--- config.mk ---
export PLATFORM = sky130hd
export DESIGN_NAME = note_event_scheduler
export DESIGN_NICKNAME = d
export VERILOG_FILES = /design/src/rtl/note_event_scheduler.sv
export SDC_FILE = /design/constraint.sdc
export NUM_CORES = 1
export LEC_CHECK = 0
export ABC_AREA = 1
export CAP_MARGIN = 0
export CORE_MARGIN = 3
export CORE_UTILIZATION = 63
export CTS_CLUSTER_DIAMETER = 100
export DETAILED_ROUTE_END_ITERATION = 8
export MAX_ROUTING_LAYER = met4
export PLACE_DENSITY_LB_ADDON = 0.2
export SLEW_MARGIN = 20
export SYNTH_ARGS = -nofsm -noshare
export SYNTH_HDL_FRONTEND = slang
export SYNTH_SLANG_ARGS = --single-unit
--- constraint.sdc ---
create_clock -name clk -period 3.05 [get_ports clk]
set_input_delay 0.61 -clock clk [delete_from_list [all_inputs] [get_ports clk]]
set_output_delay 0.61 -clock clk [all_outputs]
set_load 0.02 [all_outputs]
--- src/rtl/note_event_scheduler.sv ---
// Guitar-controller front end: synchronizes and debounces frets/strum/star-power,
// timestamps each strum and queues note events for software over an Avalon-MM slave.
module note_event_scheduler #(
    parameter int DEBOUNCE_CYCLES = 50000,
    parameter int TICK_CYCLES     = 50000,
    parameter int FIFO_DEPTH      = 8
) (
    input  logic       clk,
    input  logic       reset,
    input  logic       chipselect,
    input  logic [2:0] address,
    input  logic       read,
    input  logic       write,
    input  logic [7:0] writedata,
    output logic [7:0] readdata,
    output logic       waitrequest,
    input  logic [5:0] GPIO_1,
    input  logic [3:0] KEY,
    output logic [7:0] LEDR
);

    localparam int DB_W  = (DEBOUNCE_CYCLES > 1) ? $clog2(DEBOUNCE_CYCLES) : 1;
    localparam int TK_W  = (TICK_CYCLES > 1) ? $clog2(TICK_CYCLES) : 1;
    localparam int PTR_W = $clog2(FIFO_DEPTH);

    localparam logic [DB_W-1:0] DB_MAX = DB_W'(DEBOUNCE_CYCLES - 1);
    localparam logic [TK_W-1:0] TK_MAX = TK_W'(TICK_CYCLES - 1);
    localparam logic [4:0]      DEPTH  = 5'(FIFO_DEPTH);

    localparam logic [2:0] ADDR_STATUS = 3'd0;
    localparam logic [2:0] ADDR_EVENT  = 3'd1;
    localparam logic [2:0] ADDR_TS_LO  = 3'd2;
    localparam logic [2:0] ADDR_TS_HI  = 3'd3;
    localparam logic [2:0] ADDR_LIVE   = 3'd4;

    typedef enum logic [0:0] {
        ST_IDLE = 1'b0,
        ST_ACK  = 1'b1
    } rd_state_t;

    // Bit order everywhere in the input path: [6]=KEY[0], [5]=strum, [4:0]=frets.
    logic [6:0]      raw_s;
    logic [6:0]      sync1_r;
    logic [6:0]      sync2_r;
    logic [6:0]      deb_r;
    logic [DB_W-1:0] db_cnt_r [7];

    logic [TK_W-1:0] presc_r;
    logic [15:0]     ts_r;

    logic            strum_prev_r;
    logic            rise_s;
    logic            push_pend_r;
    logic [5:0]      push_data_r;
    logic [15:0]     push_ts_r;

    logic [5:0]       ev_mem_r [FIFO_DEPTH];
    logic [15:0]      ts_mem_r [FIFO_DEPTH];
    logic [PTR_W-1:0] wr_ptr_r;
    logic [PTR_W-1:0] rd_ptr_r;
    logic [4:0]       count_r;
    logic             overflow_r;
    logic             empty_s;
    logic             full_s;
    logic [5:0]       head_ev_s;
    logic [15:0]      head_ts_s;

    logic            wr_ctrl_s;
    logic            flush_s;
    logic            ovf_clr_s;
    logic            push_s;
    logic            do_push_s;
    logic            do_pop_s;
    logic            ovf_set_s;

    rd_state_t       state_r;
    rd_state_t       state_nxt_s;
    logic            capture_s;
    logic            pop_pend_r;
    logic [7:0]      rd_mux_s;
    logic [7:0]      status_s;

    logic            unused_s;

    assign raw_s    = {KEY[0], GPIO_1};
    assign unused_s = &{1'b0, KEY[3:1], writedata[6:1]};
    assign LEDR     = {1'b0, deb_r};

    // Two-flop synchronizer for the asynchronous controller lines.
    always_ff @(posedge clk or negedge reset) begin
        if (!reset) begin
            sync1_r <= 7'd0;
            sync2_r <= 7'd0;
        end else begin
            sync1_r <= raw_s;
            sync2_r <= sync1_r;
        end
    end

    // Per-bit debounce: accept a new level only after it has persisted DEBOUNCE_CYCLES cycles.
    always_ff @(posedge clk or negedge reset) begin
        if (!reset) begin
            deb_r <= 7'd0;
            for (int i = 0; i < 7; i++) begin
                db_cnt_r[i] <= {DB_W{1'b0}};
            end
        end else begin
            for (int i = 0; i < 7; i++) begin
                if (sync2_r[i] == deb_r[i]) begin
                    db_cnt_r[i] <= {DB_W{1'b0}};
                end else if (db_cnt_r[i] == DB_MAX) begin
                    deb_r[i]    <= sync2_r[i];
                    db_cnt_r[i] <= {DB_W{1'b0}};
                end else begin
                    db_cnt_r[i] <= db_cnt_r[i] + DB_W'(1);
                end
            end
        end
    end

    // Millisecond-style timestamp: prescaler wrap advances the free-running 16-bit ts.
    always_ff @(posedge clk or negedge reset) begin
        if (!reset) begin
            presc_r <= {TK_W{1'b0}};
            ts_r    <= 16'd0;
        end else if (presc_r == TK_MAX) begin
            presc_r <= {TK_W{1'b0}};
            ts_r    <= ts_r + 16'd1;
        end else begin
            presc_r <= presc_r + TK_W'(1);
        end
    end

    assign rise_s = deb_r[5] & ~strum_prev_r;

    // Strum rising-edge detect; chord and ts are frozen in the edge cycle, pushed one cycle later.
    always_ff @(posedge clk or negedge reset) begin
        if (!reset) begin
            strum_prev_r <= 1'b0;
            push_pend_r  <= 1'b0;
            push_data_r  <= 6'd0;
            push_ts_r    <= 16'd0;
        end else begin
            strum_prev_r <= deb_r[5];
            push_pend_r  <= rise_s;
            if (rise_s) begin
                push_data_r <= {deb_r[6], deb_r[4:0]};
                push_ts_r   <= ts_r;
            end
        end
    end

    assign empty_s   = (count_r == 5'd0);
    assign full_s    = (count_r == DEPTH);
    assign head_ev_s = ev_mem_r[rd_ptr_r];
    assign head_ts_s = ts_mem_r[rd_ptr_r];

    assign wr_ctrl_s = chipselect & write & (address == ADDR_STATUS);
    assign flush_s   = wr_ctrl_s & writedata[0];
    assign ovf_clr_s = wr_ctrl_s & writedata[7];

    // A flush overrides both a pending push and a pending pop; a pop frees room for a push.
    assign push_s    = push_pend_r & ~flush_s;
    assign do_pop_s  = (state_r == ST_ACK) & pop_pend_r & ~flush_s & ~empty_s;
    assign do_push_s = push_s & (~full_s | do_pop_s);
    assign ovf_set_s = push_s & full_s & ~do_pop_s;

    // Event storage; written only on an accepted push.
    always_ff @(posedge clk or negedge reset) begin
        if (!reset) begin
            for (int i = 0; i < FIFO_DEPTH; i++) begin
                ev_mem_r[i] <= 6'd0;
                ts_mem_r[i] <= 16'd0;
            end
        end else if (do_push_s) begin
            ev_mem_r[wr_ptr_r] <= push_data_r;
            ts_mem_r[wr_ptr_r] <= push_ts_r;
        end
    end

    // FIFO pointers, occupancy and sticky overflow.
    always_ff @(posedge clk or negedge reset) begin
        if (!reset) begin
            wr_ptr_r   <= {PTR_W{1'b0}};
            rd_ptr_r   <= {PTR_W{1'b0}};
            count_r    <= 5'd0;
            overflow_r <= 1'b0;
        end else begin
            overflow_r <= (overflow_r & ~ovf_clr_s) | ovf_set_s;
            if (flush_s) begin
                wr_ptr_r <= {PTR_W{1'b0}};
                rd_ptr_r <= {PTR_W{1'b0}};
                count_r  <= 5'd0;
            end else begin
                if (do_push_s) begin
                    wr_ptr_r <= wr_ptr_r + PTR_W'(1);
                end
                if (do_pop_s) begin
                    rd_ptr_r <= rd_ptr_r + PTR_W'(1);
                end
                if (do_push_s && !do_pop_s) begin
                    count_r <= count_r + 5'd1;
                end else if (do_pop_s && !do_push_s) begin
                    count_r <= count_r - 5'd1;
                end
            end
        end
    end

    // Read handshake state register.
    always_ff @(posedge clk or negedge reset) begin
        if (!reset) begin
            state_r <= ST_IDLE;
        end else begin
            state_r <= state_nxt_s;
        end
    end

    // Read handshake next state: one wait cycle in IDLE, data presented in ACK.
    always_comb begin
        state_nxt_s = state_r;
        capture_s   = 1'b0;
        waitrequest = 1'b0;
        case (state_r)
            ST_IDLE: begin
                if (chipselect && read) begin
                    waitrequest = 1'b1;
                    capture_s   = 1'b1;
                    state_nxt_s = ST_ACK;
                end else begin
                    state_nxt_s = ST_IDLE;
                end
            end
            ST_ACK: begin
                state_nxt_s = ST_IDLE;
            end
            default: begin
                state_nxt_s = ST_IDLE;
            end
        endcase
    end

    assign status_s = {overflow_r, empty_s, full_s, count_r};

    // Register map read mux; head-entry registers read as zero on an empty FIFO.
    always_comb begin
        rd_mux_s = 8'h00;
        case (address)
            ADDR_STATUS: rd_mux_s = status_s;
            ADDR_EVENT: begin
                if (empty_s) begin
                    rd_mux_s = 8'h00;
                end else begin
                    rd_mux_s = {2'b00, head_ev_s};
                end
            end
            ADDR_TS_LO: begin
                if (empty_s) begin
                    rd_mux_s = 8'h00;
                end else begin
                    rd_mux_s = head_ts_s[7:0];
                end
            end
            ADDR_TS_HI: begin
                if (empty_s) begin
                    rd_mux_s = 8'h00;
                end else begin
                    rd_mux_s = head_ts_s[15:8];
                end
            end
            ADDR_LIVE: rd_mux_s = {1'b0, deb_r};
            default:   rd_mux_s = 8'h00;
        endcase
    end

    // Read data capture; the pop decision is latched with it so ACK pops exactly what was read.
    always_ff @(posedge clk or negedge reset) begin
        if (!reset) begin
            readdata   <= 8'h00;
            pop_pend_r <= 1'b0;
        end else if (capture_s) begin
            readdata   <= rd_mux_s;
            pop_pend_r <= (address == ADDR_EVENT) & ~empty_s;
        end else begin
            pop_pend_r <= 1'b0;
        end
    end

endmodule

After elaboration in Yosys (flattened, before gate mapping):

Index checks and enable logic that the tools add are counted.
W data, S select, Z words.

* reduce and logical (&&, ||, !) cells: 18
* bitwise gates (word level): 32
* equality and inequality tests: 20
* add/sub/neg operators: 13
* magnitude comparators: 3
* mux-type cells: 42

Operators by type and width (count)
* $mux W16: 18
* $add A16 B1 Y16 const B: 9
* $bwmux W128: 1
* $eq A16 B16 Y1 const B: 8
* $bmux W16 S3: 1
* $bwmux W48: 1
* $demux W16 S3: 1
* $pmux W8 S5: 1
* $mux W6: 4
* $bmux W6 S3: 1
* $demux W6 S3: 1
* $mux W8: 2
* $mux W5: 3
* $and A1 B1 Y1: 14
* $not A1 Y1: 14
* $reduce_and A2 Y1: 7
* $mux W3: 4
* $ge A4 B4 Y1 const B: 2
* $not A3 Y4: 2
* $eq A1 B1 Y1: 7
* $add A3 B1 Y3 const B: 2
* $eq A3 B2 Y1 const B: 2
* $add A5 B1 Y5 const B: 1
* $eq A5 B4 Y1 const B: 1
* other kinds (13): 21

* output and inout port bits: 17
* bits of input ports: 26
* bits in registers: 387
* word-level logic and storage cells: 173

Logic depth before layout (Yosys ltp):

Gate-level depths: netlist of run 1.

* depth after elaboration: 13
* depth in mapped cells: 14
* depth with buffers taken out: 14

Worst setup path after synthesis of run 1:

No wires, ideal clock.

* kind: input -> register
* start point: in address[1]
* end point: reg count_r[4]
* slack: 676 ps
* data arrival time: 2254 ps
* setup time: 120 ps
* required time: 2930 ps
* buffers on the path: 0
* stages on the path: 14
* path through: inv_2 nand2_2 nor2_4 nand4_4 nand4_1 ha_1 a21oi_1 nand2_1 nand2_1 nand2_1 nand4_1 nand2_1 nand2_1 nand2_1

* longest elaborated chain between the ends: 11
* elaborated cells between the ends (all ways): 16
* classes of those cells: mux (2); bitwise (8); reduce/logical (6)

Ends and longest elaborated chain
* start, declared: RTL line 11 `input logic [2:0] address,`
* $logic_not A3 Y1 (*): RTL line 158 `assign wr_ctrl_s = chipselect & write & (address == ADDR_STATUS);`
* $and A1 B1 Y1 (*): RTL line 158
* $and A1 B1 Y1 (*): RTL line 159 `assign flush_s = wr_ctrl_s & writedata[0];`
* $not A1 Y1: RTL line 163, 164
* $and A1 B1 Y1 (2 in series): RTL line 164 `assign do_pop_s = (state_r == ST_ACK) & pop_pend_r & ~flush_s & ~empty_s;`
* $or A1 B1 Y1: RTL line 165 `assign do_push_s = push_s & (~full_s | do_pop_s);`
* $and A1 B1 Y1: RTL line 165
* $logic_and A1 B1 Y1 or $logic_not A1 Y1 (tied branches): RTL line 201, 203
* $mux W5 or $logic_and A1 B1 Y1 (tied branches): RTL line 201, 203
* $mux W5 or $reduce_bool A3 Y1 (tied branches)
* end signal, assigned: RTL line 202 `count_r <= count_r + 5'd1;`
* end signal, assigned: RTL line 204 `count_r <= count_r - 5'd1;`
* end, declared: RTL line 61 `logic [4:0] count_r;`

Mark *: on every way between the ends. The rest lies on a longest branch, timed or not.
A chain may end at the register's enable or synchronous reset.

Worst setup path after layout of run 1:

* start point: in chipselect
* end point: out waitrequest

* longest elaborated chain between the ends: 3

Ends and longest elaborated chain
* start, declared: RTL line 10 `input logic chipselect,`
* $logic_and A1 B1 Y1: RTL line 226 `if (chipselect && read) begin`
* $mux W1: RTL line 226
* $mux W1: RTL line 224 `case (state_r)`
* end, declared: RTL line 16 `output logic waitrequest,`

Every way passes these cells.

==> results of run 1 <==
## layout by cell type, fill, tap and decap left out, types with 5 or more instances in the layout
master	n
clkbuf_8	13
o211ai_1	7
clkdlybuf4s50_1	31
o21ai_0	65
clkbuf_16	41
inv_1	242
buf_4	38
xor2_1	51
clkbuf_1	5
nor3_1	68
ha_1	15
nand4_1	38
a31oi_1	8
or2_2	8
nand3_1	361
nor2_1	205
clkinv_2	6
inv_2	6
dfrtp_1	386
o21bai_1	5
nor2_2	9
xnor2_1	6
mux2_2	5
nor4_1	26
nor3b_1	16
nand2_1	790
a21oi_1	34
buf_12	10
## cells in the mapped netlist (5+ instances only)
master    count  area (sq um)
a21oi_1      34           170
a31oi_1       8          50.1
buf_2        42           210
buf_4         6          45.0
buf_6         9           101
clkbuf_1     59           221
dfrtp_1     387          9680
ha_1         15           188
inv_1       244           916
mux2_2        5          56.3
nand2_1     790          2970
nand3_1     361          1810
nand4_1      38           238
nor2_1      213           800
nor3_1       68           340
nor3b_1      16           120
nor4_1       26           163
o211ai_1      7          52.6
o21ai_0      65           325
o21bai_1      5          37.5
or2_2         8          50.1
xnor2_1       6          52.6
xor2_1       51           447
## cell families (layout without fill, tap and decap cells)
kind of cell,count (synthesis),in the layout
flops,387,387
other cells,1,1
buf+inv,371,404
fa+ha+maj,16,16
simple gates,1539,1539
compound gates,132,132
mux,5,5
xor+xnor,57,57
## stage by stage
step | setup slack, ns | util, % | hold WS [ns]
2_1_floorplan | 0.676 | - | 0.314
3_3_place_gp | 0.184 | 67.1 | 0.332
3_5_place_dp | 0.197 | 67.1 | 0.335
4_1_cts | 0.461 | 71.8 | 0.122
5_1_grt | 0.426 | 71.8 | 0.154
6_report | 0.462 | 71.8 | 0.0858
## worst register-to-register path: cells and delay by family (launching register included)
kind                       cells  cell delay [ns]
and+or+nand+nor               10             1.20
DFF                            1             0.45
adders and majority gates      1             0.43
AOI/OAI and AO/OA              1             0.19
## sequential cells by signal (all words and copies together) (netlist names), 3 cells and up
name / flops
ts_r: 16
count_r: 5
deb_r: 7
push_data_r: 6
readdata: 8
ts_mem_r: 128
rd_ptr_r: 3
push_ts_r: 16
sync2_r: 7
wr_ptr_r: 3
sync1_r: 7
presc_r: 16
ev_mem_r: 48
db_cnt_r: 112
## cell type report
class	instances	share of cell area, %
Tap cell	390	2.27
Sequential cell	387	45.0
Multi-Input combinational cell	1750	38.0
Timing Repair Buffer	80	3.77
Clock buffer	59	5.69
Inverter	251	4.39
Clock inverter	14	0.867
## path summary, 6_finish.rpt
check | end | slack, ns | startpoint
worst max-delay path | waitrequest | 0.46 | chipselect
worst min-delay path | ts_mem_r[8] | 0.09 | reset
worst max register to register | count_r[4] | 0.70 | count_r[0]
worst min register to register | sync2_r[0] | 0.35 | sync1_r[0]
max in group asynchronous | db_cnt_r[108] | 2.10 | reset
min in group clk | sync2_r[0] | 0.35 | sync1_r[0]
## power by group
group          total, mW  switching, mW  leakage [nW]  internal, mW
Combinational       1.07          0.768          4.61         0.304
Clock               5.16           2.03         0.700          3.13
Sequential          5.29         0.0753          5.32          5.21
Total               11.5           2.87          10.6          8.65
## routing by layer
| metal | routed length, um | up-vias |
|---|---|---|
| met5 | 0 | - |
| met1 | 20200 | 7867 |
| met3 | 3950 | 123 |
| met4 | 1440 | 0 |
| li1 | - | 8038 |
| met2 | 22900 | 628 |
==> impl_metrics.json, run 1 <==
{
  "clock_skew_ns": 0.0164,
  "drt-pass1-iter-count": 6,
  "wl_per_cell_um": 16.5,
  "synth_fp_nets": 2550,
  "path_delay_family": "buffers and inverters",
  "grt_pass1_vias": 16200,
  "worstPathMaxFanout": 3,
  "synth_cell_type_count": 45,
  "numCtsBuffers": 41,
  "regArea_sq_um": 9690,
  "diodes": 0,
  "place_area_sq_um": 20100,
  "root_buffer": "clkbuf_16",
  "ioPinCount": 43,
  "synth_top_family_by_area": "simple AND/OR/NAND/NOR gates",
  "period_share_pct": 84.8,
  "drive_gt1_share_pct": 6.34,
  "worstMarginPinSlew_ns": 0.755,
  "syn_avg_cell_area_sq_um": 7.72,
  "num_vias": 16700,
  "synthMuxAreaShare_pct": 0.291,
  "die_area_sq_um": 32900,
  "clock_latency_ns": 0.54,
  "gp_congestion": 0.883,
  "status": "completed",
  "rows": 63,
  "use_met3_pct": 5.03,
  "critPathLaunchType": "input port",
  "finalSetupTns_ns": 0,
  "crit_slowest_cell": "clkdlybuf4s50_1",
  "synth-compound-area-share_pct": 3.75,
  "cts_resized": 0,
  "synth_seq_cells": 387,
  "end_kind": "output port",
  "multiInputGateArea_sq_um": 8170,
  "fin_area_sq_um": 21500,
  "core-area_sq_um": 30000,
  "ir_drop_mv": 0.522,
  "fin_nets": 2553,
  "path_class": "input port to output port",
  "yosys_most_used_dff": "dfrtp_1",
  "p_total_mw": 11.5,
  "setup_viol": 0,
  "drtIter0Drc": 1605,
  "grt_max_degree": 96,
  "h-tree-depth": 2,
  "crit_cells": 4,
  "routed_wl_um": 48500,
  "clock_path_buffers": 3,
  "power.leakage_nw": 10.6,
  "ctsHoldBuffers": 0,
  "die_h_um": 181,
  "clk_pin_slew_ns": 0.06,
  "async_flop_share_pct": 100,
  "rsz0062_at_grt": "false",
  "max_freq_ghz": 0.386,
  "fill_cells": 2358,
  "ant_nets": 0,
  "dpl.hpwl_um": 30700,
  "synth-warning-count": 0,
  "grt-busiest-layer": "met2",
  "cp.buffers_inverters": 2,
  "post_drt_via_cell_ratio": 5.68,
  "yosys.area_share.simple_pct": 34.4,
  "start_util_pct": 64.7,
  "grt_pass1_wl_um": 81600,
  "port_buffers": 32,
  "synthXorXnorAreaFrac_pct": 2.58,
  "arrival_ns": 1.98,
  "use_met1_pct": 41.0,
  "fin_crit_ns": 2.59,
  "seq_area_frac_synth_pct": 50.0,
  "worstPathCellList": "clkdlybuf4s50_1 > nand2_1 > nor2_2 > clkdlybuf4s50_1",
  "rr_worst_depth": 12,
  "post-cts-setup-buffer-count": 0,
  "hold_viol": 0,
  "overflow": 0,
  "fin_cells": 2931,
  "cts.sinks": 387,
  "drc": 0,
  "cpMostUsedCell": "clkdlybuf4s50_1",
  "cts_tree": "built",
  "area_growth_pct": 11.0,
  "grt_use_met2_pct": 49.1,
  "synthesis.instances": 2508,
  "synth_edf_count": 0,
  "max_cap_violations": 0,
  "syn-cell-area_sq_um": 19400,
  "cp_data_required_time_ns": 2.44,
  "grt_usage_pct": 30.9,
  "antenna_found_initial": 0,
  "placedCellCount": 2858,
  "synth-adder-area-share_pct": 1.07,
  "slew_headroom_pct": 49.6,
  "p_per_area_nw_per_um2": 536,
  "max_stage_delay_ns": 0.63,
  "hp-class": "input port to asynchronous set/reset pin",
  "die_w_um": 181,
  "finalMaxSlewViolations": 0
}
Power figures use the tool's default switching activity.
==> run 2: changes to the inputs <==
--- a/config.mk
+++ b/config.mk
@@ -8,7 +8,7 @@
 export ABC_AREA = 1
 export CAP_MARGIN = 0
 export CORE_MARGIN = 3
-export CORE_UTILIZATION = 63
+export CORE_UTILIZATION = 57
 export CTS_CLUSTER_DIAMETER = 100
 export DETAILED_ROUTE_END_ITERATION = 8
 export MAX_ROUTING_LAYER = met4
==> constraint.sdc (replaced) <==
create_clock -name clk -period 2.3 [get_ports clk]
set_input_delay 0.46 -clock clk [delete_from_list [all_inputs] [get_ports clk]]
set_output_delay 0.46 -clock clk [all_outputs]
set_load 0.02 [all_outputs]
==> run 2 against run 1 <==
  * Cell count is 3.6% higher
  * Wire length is 3.8% higher
  * Critical path depth is 3 lower
  * Global-route usage is 1.7 points lower
  * Largest cell class unchanged
  * Combinational power is 46% higher
  * Hold slack better by 0.26 ns
  * Largest power group is now the clock network
  * Sequential share of layout area is 1.4 points lower
  * Sequential power is 33% higher
  * Final area is 3.3% higher
  * Critical path type is now flip-flop to output port
  * Clock-buffer cell count is 3 higher
  * Critical endpoint is now LEDR[6]
  * Flip-flop and latch count stayed put
  * Non-clock buffer count is 53 higher
==> impl_metrics.json, run 2 (synthesis results as in run 1) <==
{
  "worstMarginPinSlew_ns": 0.604,
  "die_h_um": 190,
  "area_growth_pct": 14.7,
  "clock_skew_ns": 0.0137,
  "max_stage_delay_ns": 0.69,
  "cts_tree": "built",
  "final_common_cell": "nand2_1",
  "final_cell_mix": "nand2_1, dfrtp_1, nand3_1",
  "critPathLaunchType": "flip-flop",
  "drt-pass1-iter-count": 6,
  "rows": 66,
  "cp_data_required_time_ns": 1.84,
  "h-tree-depth": 2,
  "routed_wl_um": 50300,
  "largest_register": "ts_mem_r",
  "power.leakage_nw": 11.0,
  "start_util_pct": 58.6,
  "grt_pass1_vias": 16400,
  "die_w_um": 190,
  "numCtsBuffers": 42,
  "end_kind": "output port",
  "fin_nets": 2607,
  "gp_congestion": 0.907,
  "ir_drop_mv": 0.649,
  "antenna_found_initial": 0,
  "ant_nets": 0,
  "port_buffers": 32,
  "status": "completed",
  "reg_top3": "ts_mem_r: 128 flops, db_cnt_r: 112 flops, ev_mem_r: 48 flops",
  "p_per_area_nw_per_um2": 713,
  "path_delay_family": "buffers and inverters",
  "period_share_pct": 95.4,
  "arrival_ns": 1.73,
  "cp.buffers_inverters": 1,
  "hold_viol": 0,
  "ioPinCount": 43,
  "core-area_sq_um": 33000,
  "clk_pin_slew_ns": 0.06,
  "setup_viol": 0,
  "grt_pass1_wl_um": 83100,
  "clock_path_buffers": 3,
  "root_buffer": "clkbuf_16",
  "finalMaxSlewViolations": 0,
  "clock_latency_ns": 0.56,
  "max_cap_violations": 0,
  "worstPathCellList": "clkdlybuf4s50_1",
  "largest_reg_flops": 128,
  "path_class": "flip-flop to output port",
  "crit_slowest_cell": "clkdlybuf4s50_1",
  "diodes": 0,
  "drtIter0Drc": 1627,
  "max_freq_ghz": 0.456,
  "grt_usage_pct": 29.2,
  "post_drt_via_cell_ratio": 5.58,
  "slew_headroom_pct": 59.7,
  "overflow": 0,
  "worstPathMaxFanout": 5,
  "dpl.hpwl_um": 32700,
  "cts.sinks": 387,
  "rsz0062_at_grt": "true",
  "fin_crit_ns": 2.19,
  "p_total_mw": 15.8,
  "die_area_sq_um": 36200,
  "num_vias": 17000,
  "hp-class": "input port to flip-flop",
  "wl_per_cell_um": 16.6,
  "fin_util_pct": 67.2,
  "grt_max_degree": 84,
  "drive_gt1_share_pct": 8.29,
  "drc": 0
}
run 2: cell types whose count changed in the layout (fill, tap and decap cells not counted), moves of 2 or more:
cell	delta
buf_12	+11
buf_4	+41
clkbuf_16	+4
clkbuf_8	-2
clkinv_2	-5
clkinvlp_4	+4
run 2: path summary, 6_finish.rpt:
check                      startpoint  slack [ns]  cells after the start      endpoint
max reg2reg                count_r[0]        0.12                     14    count_r[4]
max                          deb_r[6]        0.11                      1       LEDR[6]
min in group asynchronous       reset        0.41                      2  ts_mem_r[98]
min reg2reg                sync1_r[6]        0.35                      0    sync2_r[6]
max in group asynchronous       reset        1.10                      4  db_cnt_r[75]
min                         GPIO_1[3]        0.34                      1    sync1_r[3]
run 2: cell type report:
class	instances	area [sq um]
Inverter	251	948
Sequential cell	387	9690
Clock buffer	62	1300
Tap cell	442	553
Clock inverter	12	203
Fill cell	2760	10800
Timing Repair Buffer	133	1350
Multi-Input combinational cell	1750	8180
run 2: repair_timing:
| action | 4_1_cts | 5_1_grt |
|---|---|---|
| hold buffers | 1 | 0 |
| pin swaps | 0 | 1 |
| setup endpoints to repair | 2 | 12 |
| resized for setup | 1 | 3 |
| buffers inserted | 1 | 0 |
| hold endpoints to repair | 33 | 0 |
run 2: routing by layer:
| metal | part of all wire [%] | GRT usage, % | wire [um] | up-vias |
|---|---|---|---|---|
| met2 | 47 | 45.7 | 23600 | 614 |
| met5 | 0 | - | 0 | - |
| li1 | - | - | - | 8125 |
| met3 | 6.9 | 4.38 | 3500 | 140 |
| met4 | 3.3 | 10.8 | 1670 | 0 |
| met1 | 43 | 39.1 | 21600 | 8081 |
run 2: power breakdown:
group          switching, mW  internal (mW)  leakage (nW)
Sequential            0.0921           6.91          5.32
Combinational           1.06          0.499          4.93
Clock                   2.80           4.47         0.725
Total                   3.95           11.9          11.0
run 2: stage by stage:
stage	area (sq um)	worst slack, ns	hold slack, ns	instances	TNS (ns)
after floorplan	19400	0.0291	0.164	2508	0
after global placement	20700	-0.324	0.333	2961	-26.51
after detailed placement	20700	-0.384	0.338	2961	-33.04
after CTS	22200	0.0701	0.318	3037	0
after global routing	22200	-0.0534	0.329	3037	-0.0534
final	22200	0.106	0.341	3037	0
